File: config.mk
export PLATFORM = sky130hd
export DESIGN_NAME = radix8_input_loader
export DESIGN_NICKNAME = d
export VERILOG_FILES = /design/src/rtl/ntt_pkg.sv /design/src/rtl/mod_reduce_in.sv /design/src/rtl/radix8_input_loader.sv
export SDC_FILE = /design/constraint.sdc
export NUM_CORES = 1
export LEC_CHECK = 0
export ABC_AREA = 1
export BUFFER_PORTS_ARGS = -buffer_cell sky130_fd_sc_hd__buf_2
export CORE_ASPECT_RATIO = 0.9
export CORE_MARGIN = 5
export CORE_UTILIZATION = 45
export DETAILED_ROUTE_END_ITERATION = 10
export PLACE_DENSITY_LB_ADDON = 0.1
export SETUP_SLACK_MARGIN = 0.02
export SYNTH_ARGS = -nofsm -noshare
export SYNTH_HDL_FRONTEND = slang
export SYNTH_SLANG_ARGS = --single-unit
File: constraint.sdc
create_clock -name clk -period 2.1 [get_ports clk]
set_input_delay 0.105 -clock clk [delete_from_list [all_inputs] [get_ports clk]]
set_output_delay 0.105 -clock clk [all_outputs]
set_load 0.01 [all_outputs]
File: src/rtl/ntt_pkg.sv
// Constants and helpers shared by the NTT input loader and the radix-8 stage.
// Coefficient width, modulus, butterfly mode encodings and 3-bit index reversal.
package ntt_pkg;

   localparam int WIDTH = 18;
   localparam int PRIME = 65537;

   typedef enum logic [1:0] {
      SEL_RADIX8 = 2'b00,
      SEL_RADIX4 = 2'b01,
      SEL_RADIX2 = 2'b10,
      SEL_RSVD   = 2'b11
   } select_mode_e;

   function automatic logic [2:0] bitrev3(input logic [2:0] idx);
      return {idx[0], idx[1], idx[2]};
   endfunction

endpackage

File: src/rtl/mod_reduce_in.sv
// Combinational reduction of a raw coefficient into [0, PRIME) by subtracting
// the largest multiple k*PRIME (k = 0..3) that does not exceed it.
module mod_reduce_in #(
   parameter int WIDTH = 18,
   parameter int PRIME = 65537
) (
   input  logic [WIDTH-1:0] value,
   output logic [WIDTH-1:0] reduced
);

   // Compare at WIDTH+2 bits so multiples that exceed the input range never match.
   localparam logic [WIDTH+1:0] P1 = (WIDTH+2)'(PRIME);
   localparam logic [WIDTH+1:0] P2 = (WIDTH+2)'(2 * PRIME);
   localparam logic [WIDTH+1:0] P3 = (WIDTH+2)'(3 * PRIME);

   logic [WIDTH+1:0] ext;

   always_comb begin
      ext = {2'b00, value};
      if (ext >= P3) begin
         reduced = value - P3[WIDTH-1:0];
      end else if (ext >= P2) begin
         reduced = value - P2[WIDTH-1:0];
      end else if (ext >= P1) begin
         reduced = value - P1[WIDTH-1:0];
      end else begin
         reduced = value;
      end
   end

endmodule

File: src/rtl/radix8_input_loader.sv
// Ping-pong loader: collects 8 reduced coefficients per block in natural order
// and presents them in bit-reversed butterfly order to the radix-8 stage.
module radix8_input_loader #(
   parameter int WIDTH = ntt_pkg::WIDTH,
   parameter int PRIME = ntt_pkg::PRIME
) (
   input  logic             clk,
   input  logic             rst,
   input  logic             in_valid,
   output logic             in_ready,
   input  logic [WIDTH-1:0] in_data,
   input  logic [1:0]       in_select_mode,
   input  logic             in_ntt_intt_mode,
   output logic             out_valid,
   input  logic             out_ready,
   output logic [WIDTH-1:0] out_1,
   output logic [WIDTH-1:0] out_2,
   output logic [WIDTH-1:0] out_3,
   output logic [WIDTH-1:0] out_4,
   output logic [WIDTH-1:0] out_5,
   output logic [WIDTH-1:0] out_6,
   output logic [WIDTH-1:0] out_7,
   output logic [WIDTH-1:0] out_8,
   output logic [1:0]       out_select_mode,
   output logic             out_ntt_intt_mode
);

   import ntt_pkg::*;

   // Handshakes: a transfer happens on a rising edge where valid and ready are
   // both 1; ready never depends on valid of the same channel.
   logic [WIDTH-1:0] bank [2][8];
   logic [1:0]       sel_q [2];
   logic [1:0]       ntt_q;
   logic [1:0]       full;
   logic [2:0]       wr_idx;
   logic             wr_bank;
   logic             rd_bank;
   logic [WIDTH-1:0] reduced;
   logic             accept;
   logic             consume;

   mod_reduce_in #(
      .WIDTH (WIDTH),
      .PRIME (PRIME)
   ) u_reduce (
      .value   (in_data),
      .reduced (reduced)
   );

   assign in_ready  = !rst && !full[wr_bank];
   assign out_valid = full[rd_bank];
   assign accept    = in_valid && in_ready;
   assign consume   = out_valid && out_ready;

   // An accepting write bank is never full and a consumed read bank always is,
   // so the two updates below always touch different banks.
   always_ff @(posedge clk) begin
      if (rst) begin
         wr_idx  <= '0;
         wr_bank <= 1'b0;
         rd_bank <= 1'b0;
         full    <= '0;
         ntt_q   <= '0;
         for (int b = 0; b < 2; b++) begin
            sel_q[b] <= '0;
            for (int i = 0; i < 8; i++) begin
               bank[b][i] <= '0;
            end
         end
      end else begin
         if (accept) begin
            bank[wr_bank][wr_idx] <= reduced;
            if (wr_idx == 3'd0) begin
               sel_q[wr_bank] <= in_select_mode;
               ntt_q[wr_bank] <= in_ntt_intt_mode;
            end
            wr_idx <= wr_idx + 3'd1;
            if (wr_idx == 3'd7) begin
               full[wr_bank] <= 1'b1;
               wr_bank       <= ~wr_bank;
            end
         end
         if (consume) begin
            full[rd_bank] <= 1'b0;
            rd_bank       <= ~rd_bank;
         end
      end
   end

   assign out_1 = bank[rd_bank][bitrev3(3'd0)];
   assign out_2 = bank[rd_bank][bitrev3(3'd1)];
   assign out_3 = bank[rd_bank][bitrev3(3'd2)];
   assign out_4 = bank[rd_bank][bitrev3(3'd3)];
   assign out_5 = bank[rd_bank][bitrev3(3'd4)];
   assign out_6 = bank[rd_bank][bitrev3(3'd5)];
   assign out_7 = bank[rd_bank][bitrev3(3'd6)];
   assign out_8 = bank[rd_bank][bitrev3(3'd7)];

   assign out_select_mode   = sel_q[rd_bank];
   assign out_ntt_intt_mode = ntt_q[rd_bank];

endmodule
==> out/qor.yml, run 1 <==
hold_viol: 0
post_cts_buffers: 0
yosys_most_used_dff: "sky130_fd_sc_hd__edfxtp_1"
grt-ovfl-total: 0
dieWidth_um: 195
grt_pass1_vias: 9415
area_of_all_placed_cells_without_fillers_um2: 17500
cts.path.max_buffers: 3
finalSetupViolCount: 0
cp_data_arrival_time_ns: 1.88
hpwlAfterDp_um: 27100
postPlaceCellArea_um2: 16300
initial_utilization: 0.452
timing.clock.skew_ns: 0.0259
route.final.wire_length_um: 38800
initial_antenna_violation_count: 0
power_report.internal_total_mw: 11.5
crit_fanout: 75
timing.critical_path.max_delay_family: "buffers and inverters"
die_y_um: 176
dieArea_um2: 34400
fmaxAchievable_mhz: 505
post-layout-total-power_mw: 14.8
gp_congestion: 0.923
most-common-layout-cells: "sky130_fd_sc_hd__edfxtp_1, sky130_fd_sc_hd__nor2_1, sky130_fd_sc_hd__buf_2, sky130_fd_sc_hd__nand2_1, sky130_fd_sc_hd__mux2_2"
clkTransAtPathRegs_ns: 0.06
finalCoreUtilization: 0.573
cts.sinks: 302
critical_path_buf_inv_count: 2
nets: 1429
start_kind: "flop"
final_worst_path_cycle_share: 0.944
insertion_delay_ns: 0.51
drt_iter0_markers: 743
worst_hold_path_type: "input port to flop"
syn_area_um2: 13800
row_count: 61
drt_pass1_iterations: 5
preCtsSetupSlack_ns: -0.355
postSynthAreaPerCell_um2: 12.6
finalCriticalPeriod_ns: 1.98
path_class: "flop to output pin"
count_of_non_filler_cells_in_the_finished_layout: 1828
h-tree-depth: 2
swShare: 0.225
design.core.area_um2: 30600
setup-tns-final_ns: 0
mostFrequentLayoutCell: "sky130_fd_sc_hd__edfxtp_1"
cts_buffers: 34
number_of_enable_type_register_cells_in_the_synthesized_netlist: 292
fillerInstances: 2633
tritoncts: "done"
run_status: "finished, final reports clean"
groute.usage.overall: 0.222
asyncSetResetFlopFracSynth: 0
grt_start_max_net_pins: 76
timing.slew.headroom: 0.631
max_cap_violations: 0
cp_cell_sequence: "buf_12 -> mux2_2 -> buf_2"
antennaDiodeCount: 0
finalHoldWorstSlack_ns: 0.152
postRouteAntennaNets: 0
wp_data_required_ns: 2.00
placedCellCount: 1762
wire_length_of_the_first_global_routing_pass_um: 57900
mappedNetlistNets: 1137
area_overhead_vs_synth_pct: 26.8
max_slew.worst_pin.slew_ns: 0.553
worstSetupEndpointType: "output pin"
critical-path-max-stage-delay_ns: 0.43
finalMaxSlewViolations: 0
yosysWarningCount: 0
peakVddDrop_v: 0.000586
sequential_cell_area_um2: 8970
post_route_cells_drive_above_1_share: 0.401
wire_per_inst_um: 21.2
share_comb_of_total_power: 0.100
yosys.cell_types.count: 34
rsz_0062_raised_after_global_routing: "false"
multiInputGateArea_um2: 4520
cellPowerDensity_nw_per_um2: 842
layout_setup_ws_ns: 0.118
postSynthRegisterBits: 302
drc: 0
total_leakage_power_nw: 7.17
cp_slowest_cell: "sky130_fd_sc_hd__mux2_2"
clock_power_share: 0.422
syn_inst: 1102
ios: 174
routed_via_density: 5.08
synth-seq-area-share: 0.648
seq_power_share: 0.478
num_vias: 9279
placement.io_buffers: 173
clock-root-buffer: "sky130_fd_sc_hd__clkbuf_16"
p_switching_mw: 3.33
tightest hold or removal path: stages:
cell and delay [ns]:
sky130_fd_sc_hd__buf_2 0.12, sky130_fd_sc_hd__nand2_2 0.12, sky130_fd_sc_hd__buf_4 0.19, sky130_fd_sc_hd__a21oi_1 0.08
layout make-up:
| class | instances | share of cell area |
|---|---|---|
| inverter | 66 | 0.0141 |
| clock buffer | 47 | 0.0542 |
| sequential | 302 | 0.511 |
| multi-input combinational | 692 | 0.258 |
| timing repair buffer | 298 | 0.121 |
| tap | 409 | 0.0292 |
| clock inverter | 14 | 0.0129 |
Yosys cell counts (10+ instances only):
cell	number	area [um^2]
sky130_fd_sc_hd__nand3_1	34	170
sky130_fd_sc_hd__nand2_1	162	608
sky130_fd_sc_hd__xor2_1	24	210
sky130_fd_sc_hd__ha_1	10	125
sky130_fd_sc_hd__nand2_2	18	113
sky130_fd_sc_hd__nand3_4	12	210
sky130_fd_sc_hd__o21ai_0	14	70.1
sky130_fd_sc_hd__clkbuf_1	23	86.3
sky130_fd_sc_hd__inv_1	64	240
sky130_fd_sc_hd__dfxtp_1	10	200
sky130_fd_sc_hd__a21oi_1	13	65.1
sky130_fd_sc_hd__nor2_1	217	815
sky130_fd_sc_hd__mux2_2	146	1640
sky130_fd_sc_hd__edfxtp_1	292	8770
path summary, 6_finish.rpt:
check                                           start                     end  slack, ns  cells past startpoint
worst min-delay path                         in_valid  wr_idx[1]$_SDFFE_PP0N_       0.15                      4
worst max register to register     full[0]$_SDFF_PP0_   bank[1][22]$_DFFE_PP_       0.19                      9
worst min register to register  ntt_q[0]$_SDFFE_PP0P_   ntt_q[0]$_SDFFE_PP0P_       0.46                      2
worst max-delay path                             flop                out_3[8]       0.12                      3
flip-flops by register name, summed over array words and instances, names as in the netlist, named ones only:
| register | cells |
|---|---|
| bank | 288 |
| sel_q | 4 |
| wr_idx | 3 |
| full | 2 |
| ntt_q | 2 |
| rd_bank | 1 |
| wr_bank | 1 |
cell families (layout without fill, tap and decap cells):
family                   Yosys count  after routing  share of synthesized area
AO/OA/AOI/OAI                     37             37                     0.0168
flip-flops                       302            302                      0.648
multiplexers                     146            146                      0.119
XOR/XNOR                          24             24                     0.0152
adder cells (fa/ha/maj)           10             10                    0.00904
buffers and inverters            108            425                     0.0339
AND/OR/NAND/NOR                  475            475                      0.158
routing by layer:
metal  vias to the layer above  wire (um)  share of wire  global-route usage
li1                       4409          -              -                   -
met2                       288      18600           0.48               0.370
met3                        48       2140          0.055              0.0324
met1                      4534      17400           0.45               0.314
met4                         0        629          0.016              0.0465
met5                         -          0              0                   0
power groups by stage:
stage | combinational [mW] | sequential [mW] | clock, mW
2_1_floorplan | 0.746 | 7.16 | 0
3_3_place_gp | 1.48 | 7.18 | 0
3_5_place_dp | 1.48 | 7.19 | 0
4_1_cts | 1.50 | 7.07 | 6.34
5_1_grt | 1.59 | 7.09 | 6.58
6_report | 1.48 | 7.06 | 6.24
timing repair:
| item | in CTS | in global routing |
|---|---|---|
| resized for setup | 0 | 1 |
| endpoints found under the setup margin | 0 | 7 |
| endpoints found under the hold margin | 10 | 0 |
| hold buffers | 5 | 0 |
(Power assumes the default switching activity.)
==> run 2: changes to the inputs <==
--- a/config.mk
+++ b/config.mk
@@ -11,7 +11,8 @@
 export CORE_MARGIN = 5
 export CORE_UTILIZATION = 45
 export DETAILED_ROUTE_END_ITERATION = 10
-export PLACE_DENSITY_LB_ADDON = 0.1
+export HOLD_SLACK_MARGIN = 0.15
+export PLACE_DENSITY_LB_ADDON = 0.05
 export SETUP_SLACK_MARGIN = 0.02
 export SYNTH_ARGS = -nofsm -noshare
 export SYNTH_HDL_FRONTEND = slang
==> constraint.sdc (replaced) <==
create_clock -name clk -period 2.3 [get_ports clk]
set_input_delay 0.115 -clock clk [delete_from_list [all_inputs] [get_ports clk]]
set_output_delay 0.115 -clock clk [all_outputs]
set_load 0.01 [all_outputs]
==> out/qor.yml, run 2 (same netlist as run 1, synthesis figures left out) <==
peakVddDrop_v: 0.000582
clock-root-buffer: "sky130_fd_sc_hd__clkbuf_16"
clkTransAtPathRegs_ns: 0.06
nets: 1411
drc: 0
path_class: "flop to output pin"
timing.slew.headroom: 0.690
number_of_flip_flops_in_the_largest_register: 288
worstSetupEndpointType: "output pin"
regToRegStartpoint: "wr_bank$_SDFFE_PP0P_"
dieWidth_um: 195
cp_slowest_cell: "sky130_fd_sc_hd__dfxtp_4"
max_slew.worst_pin.slew_ns: 0.464
rsz_0062_raised_after_global_routing: "false"
setup-tns-final_ns: 0
worst_hold_path_type: "input port to flop"
initial_antenna_violation_count: 0
wp_data_required_ns: 2.18
drt_pass1_iterations: 5
row_count: 61
grt-ovfl-total: 0
start_kind: "flop"
fmaxAchievable_mhz: 463
finalMaxSlewViolations: 0
fillerInstances: 2591
post_cts_buffers: 0
finalCriticalPeriod_ns: 2.16
cp_cell_sequence: "buf_12 -> mux2_2 -> buf_2"
grt_start_max_net_pins: 42
dieArea_um2: 34400
wire_length_of_the_first_global_routing_pass_um: 59700
finalCoreUtilization: 0.562
route.final.wire_length_um: 39300
grt_pass1_vias: 9442
postPlaceCellArea_um2: 16100
groute.usage.overall: 0.228
most-common-layout-cells: "sky130_fd_sc_hd__edfxtp_1, sky130_fd_sc_hd__nor2_1, sky130_fd_sc_hd__buf_2, sky130_fd_sc_hd__nand2_1, sky130_fd_sc_hd__mux2_2"
whs_path_depth: 5
finalSetupViolCount: 0
critical-path-max-stage-delay_ns: 0.58
cellPowerDensity_nw_per_um2: 728
multiInputGateArea_um2: 4430
cts.sinks: 302
h-tree-depth: 1
hold_path_startpoint: "in_data[16]"
wire_per_inst_um: 21.7
gp_congestion: 0.917
insertion_delay_ns: 0.56
postRouteAntennaNets: 0
placement.io_buffers: 173
rr_worst_depth: 9
tritoncts: "done"
regMostFlops: "bank"
drt_iter0_markers: 594
design.core.area_um2: 30600
area_overhead_vs_synth_pct: 24.2
ios: 174
mostFrequentLayoutCell: "sky130_fd_sc_hd__edfxtp_1"
hpwlAfterDp_um: 28500
initial_utilization: 0.452
holdPathEnd: "bank[0][70]$_SDFFCE_PN0P_"
timing.clock.skew_ns: 0.0153
cts_buffers: 30
sequential_cell_area_um2: 8970
hold_viol: 0
num_vias: 9146
cts.path.max_buffers: 3
critical_path_buf_inv_count: 2
crit_fanout: 41
run_status: "finished, final reports clean"
max_cap_violations: 0
cp_data_arrival_time_ns: 2.04
antennaDiodeCount: 0
post_route_cells_drive_above_1_share: 0.386
timing.reg2reg.setup_slack_ns: 0.29
final_worst_path_cycle_share: 0.938
timing.critical_path.max_delay_family: "flip-flops"
reg.largest.list: "bank: 288 flops, sel_q: 4 flops, wr_idx: 3 flops"
regToRegEndpoint: "wr_bank$_SDFFE_PP0P_"
post-layout-total-power_mw: 12.5
routed_via_density: 5.06
total_leakage_power_nw: 6.99
die_y_um: 176
area_of_all_placed_cells_without_fillers_um2: 17200
==> run 2: cell count changes in the layout (fill, tap and decap cells not counted), sizes merged <==
cell / delta
bufinv: -4
inv: -2
buf: -18
dlygate4sd3: +4
clkbuf: -7
clkinv: +6
==> run 2: per-stage QoR <==
step / setup WS (ns) / hold WS, ns / cells
final: 0.142 / 0.216 / 1807
after global routing: 0.0279 / 0.237 / 1807
after CTS: 0.116 / 0.201 / 1807
after detailed placement: -0.0436 / 0.377 / 1744
after global placement: -0.140 / 0.374 / 1744
after floorplan: -0.172 / 0.184 / 1102
==> run 2: report_power, final <==
group          switching, mW  internal [mW]
clock                   2.06           2.69
combinational          0.828          0.487
sequential            0.0724           6.37
==> run 2: per-layer routing <==
| metal | share of wire | up-vias | track usage |
|---|---|---|---|
| met1 | 0.47 | 4512 | 0.336 |
| met4 | 0.021 | 0 | 0.0457 |
| met5 | 0 | - | 0 |
| li1 | - | 4353 | - |
| met3 | 0.043 | 44 | 0.0269 |
| met2 | 0.46 | 237 | 0.369 |
==> run 2: worst max-delay path by stage <==
stage | startpoint | end | slack, ns | cells past startpoint
finish | flop | out_7[4] | 0.14 | 3
global route | in_data[3] | bank[1][143]$_SDFFCE_PN0P_ | 0.03 | 14
CTS | flop | out_7[4] | 0.12 | 3
detailed placement | in_data[2] | bank[0][125]$_SDFFCE_PN0P_ | -0.04 | 12
global placement | in_data[2] | bank[0][125]$_SDFFCE_PN0P_ | -0.14 | 12
floorplan | wr_bank$_SDFFE_PP0P_ | bank[1][0]$_DFFE_PP_ | -0.17 | 8
==> run 2: repair_timing <==
item                       CTS  global route
hold buffers                 9             0
resized for setup            0             2
setup endpoints to repair    0             5
hold endpoints to repair    18             0
==> run 2: worst min-delay path: cells and delay by family <==
| family | cells | cell delay [ns] |
|---|---|---|
| buffers and inverters | 2 | 0.29 |
| and+or+nand+nor | 3 | 0.21 |
==> run 2: final cells by class <==
type,instances,share of cell area
multi-input combinational,692,0.258
clock buffer,40,0.0470
timing repair buffer,284,0.121
sequential,302,0.522
clock inverter,14,0.00830
tap,409,0.0298
inverter,66,0.0146
==> run 3: changes to the inputs <==
--- a/config.mk
+++ b/config.mk
@@ -10,6 +10,7 @@
 export CORE_ASPECT_RATIO = 0.9
 export CORE_MARGIN = 5
 export CORE_UTILIZATION = 45
+export CTS_BUF_LIST = sky130_fd_sc_hd__clkbuf_8
 export DETAILED_ROUTE_END_ITERATION = 10
 export HOLD_SLACK_MARGIN = 0.15
 export PLACE_DENSITY_LB_ADDON = 0.05
==> out/qor.yml, run 3 (same netlist as run 1, synthesis figures left out) <==
critical-path-max-stage-delay_ns: 0.58
hold_path_startpoint: "in_data[16]"
dieWidth_um: 195
grt_start_max_net_pins: 42
initial_utilization: 0.452
initial_antenna_violation_count: 0
reg.largest.list: "bank: 288 flops, sel_q: 4 flops, wr_idx: 3 flops"
cellPowerDensity_nw_per_um2: 707
gp_congestion: 0.917
hpwlAfterDp_um: 28500
num_vias: 9262
finalSetupViolCount: 0
placedCellCount: 1744
design.core.area_um2: 30600
post-layout-total-power_mw: 12.1
most-common-layout-cells: "sky130_fd_sc_hd__edfxtp_1, sky130_fd_sc_hd__nor2_1, sky130_fd_sc_hd__buf_2, sky130_fd_sc_hd__nand2_1, sky130_fd_sc_hd__mux2_2"
cp_data_arrival_time_ns: 2.06
fmaxAchievable_mhz: 460
max_cap_violations: 0
nets: 1430
cts_buffers: 49
cp_slowest_cell: "sky130_fd_sc_hd__dfxtp_4"
groute.usage.overall: 0.231
routed_via_density: 5.02
rsz_0062_raised_after_global_routing: "false"
wire_per_inst_um: 21.5
wp_data_required_ns: 2.18
final_worst_path_cycle_share: 0.946
drt_iter0_markers: 561
drc: 0
start_kind: "flop"
cts.path.max_buffers: 3
postRouteAntennaNets: 0
hold_viol: 0
drt_pass1_iterations: 5
timing.slew.headroom: 0.692
dieArea_um2: 34400
route.final.wire_length_um: 39700
number_of_flip_flops_in_the_largest_register: 288
timing.critical_path.max_delay_family: "flip-flops"
count_of_non_filler_cells_in_the_finished_layout: 1844
insertion_delay_ns: 0.60
cts.sinks: 302
die_y_um: 176
ios: 174
wire_length_of_the_first_global_routing_pass_um: 60200
setup-tns-final_ns: 0
total_leakage_power_nw: 7.06
run_status: "finished, final reports clean"
area_overhead_vs_synth_pct: 23.9
peakVddDrop_v: 0.000485
tritoncts: "done"
post_route_cells_drive_above_1_share: 0.393
path_class: "flop to output pin"
regToRegStartpoint: "wr_bank$_SDFFE_PP0P_"
preCtsSetupSlack_ns: -0.0436
h-tree-depth: 2
worstSetupEndpointType: "output pin"
clkTransAtPathRegs_ns: 0.06
worst_hold_path_type: "input port to flop"
max_slew.worst_pin.slew_ns: 0.462
mostFrequentLayoutCell: "sky130_fd_sc_hd__edfxtp_1"
cp_cell_sequence: "buf_12 -> mux2_2 -> buf_2"
finalMaxSlewViolations: 0
antennaDiodeCount: 0
layout_setup_ws_ns: 0.125
fillerInstances: 2635
critical_path_buf_inv_count: 2
placement.io_buffers: 173
grt_pass1_vias: 9589
finalCriticalPeriod_ns: 2.17
regMostFlops: "bank"
clock-root-buffer: "sky130_fd_sc_hd__clkbuf_8"
crit_fanout: 41
timing.clock.skew_ns: 0.0258
grt-ovfl-total: 0
row_count: 61
## run 3: changes by cell type in the layout (fill, tap and decap cells not counted), moves of 6 or more
cell,previous run,this run
sky130_fd_sc_hd__clkbuf_8,2,49
sky130_fd_sc_hd__clkbuf_16,30,0
sky130_fd_sc_hd__inv_1,62,77
sky130_fd_sc_hd__clkbuf_1,8,0
sky130_fd_sc_hd__clkinv_2,5,12
sky130_fd_sc_hd__clkinv_1,5,11
## run 3: what timing repair did
item	4_1_cts	5_1_grt
hold buffers	9	0
endpoints found under the hold margin	19	0
resized for setup	0	0
buffers inserted	0	0
## run 3: layer usage
metal / vias up / GRT usage / wire (um)
met5: - / 0 / 0
met4: 0 / 0.0567 / 745
met3: 49 / 0.0351 / 1930
met2: 267 / 0.369 / 18400
met1: 4546 / 0.336 / 18600
li1: 4400 / - / -
## run 3: cell type report
cell class / count / area, um^2 / area share
timing repair buffer: 284 / 2070 / 0.121
tap: 409 / 512 / 0.0298
multi-input combinational: 692 / 4430 / 0.258
clock buffer: 49 / 674 / 0.0393
clock inverter: 42 / 240 / 0.0140
inverter: 66 / 248 / 0.0144
sequential: 302 / 8970 / 0.523
## run 3: power by group
| part | internal, mW | switching [mW] | leakage, nW | total (mW) |
|---|---|---|---|---|
| Clock | 2.15 | 2.21 | 0.524 | 4.36 |
| Sequential | 6.38 | 0.0724 | 3.06 | 6.45 |
| Combinational | 0.487 | 0.829 | 3.48 | 1.32 |
| Total | 9.01 | 3.11 | 7.06 | 12.1 |
## run 3: path summary, 6_finish.rpt
check	to	slack, ns	cells after the start
worst min register to register	ntt_q[0]$_SDFFE_PP0P_	0.45	2
worst max-delay path	out_7[4]	0.13	3
worst max register to register	wr_bank$_SDFFE_PP0P_	0.27	9
worst min-delay path	bank[0][16]$_SDFFCE_PN0P_	0.20	5
## run 3: worst reg2reg max path, delay by kind of cell (launching register included)
family	cells	cell delay, ns
AOI/OAI and AO/OA	2	0.28
buffers and inverters	3	0.90
DFF	1	0.37
and+or+nand+nor	4	0.38
## run 3: through the flow
step	util	instance area, um^2	hold slack [ns]
final	0.560	17100	0.198
after global routing	0.560	17100	0.183
after CTS	0.560	17100	0.160
after detailed placement	0.527	16100	0.377
after global placement	0.527	16100	0.374
after floorplan	-	13900	0.184
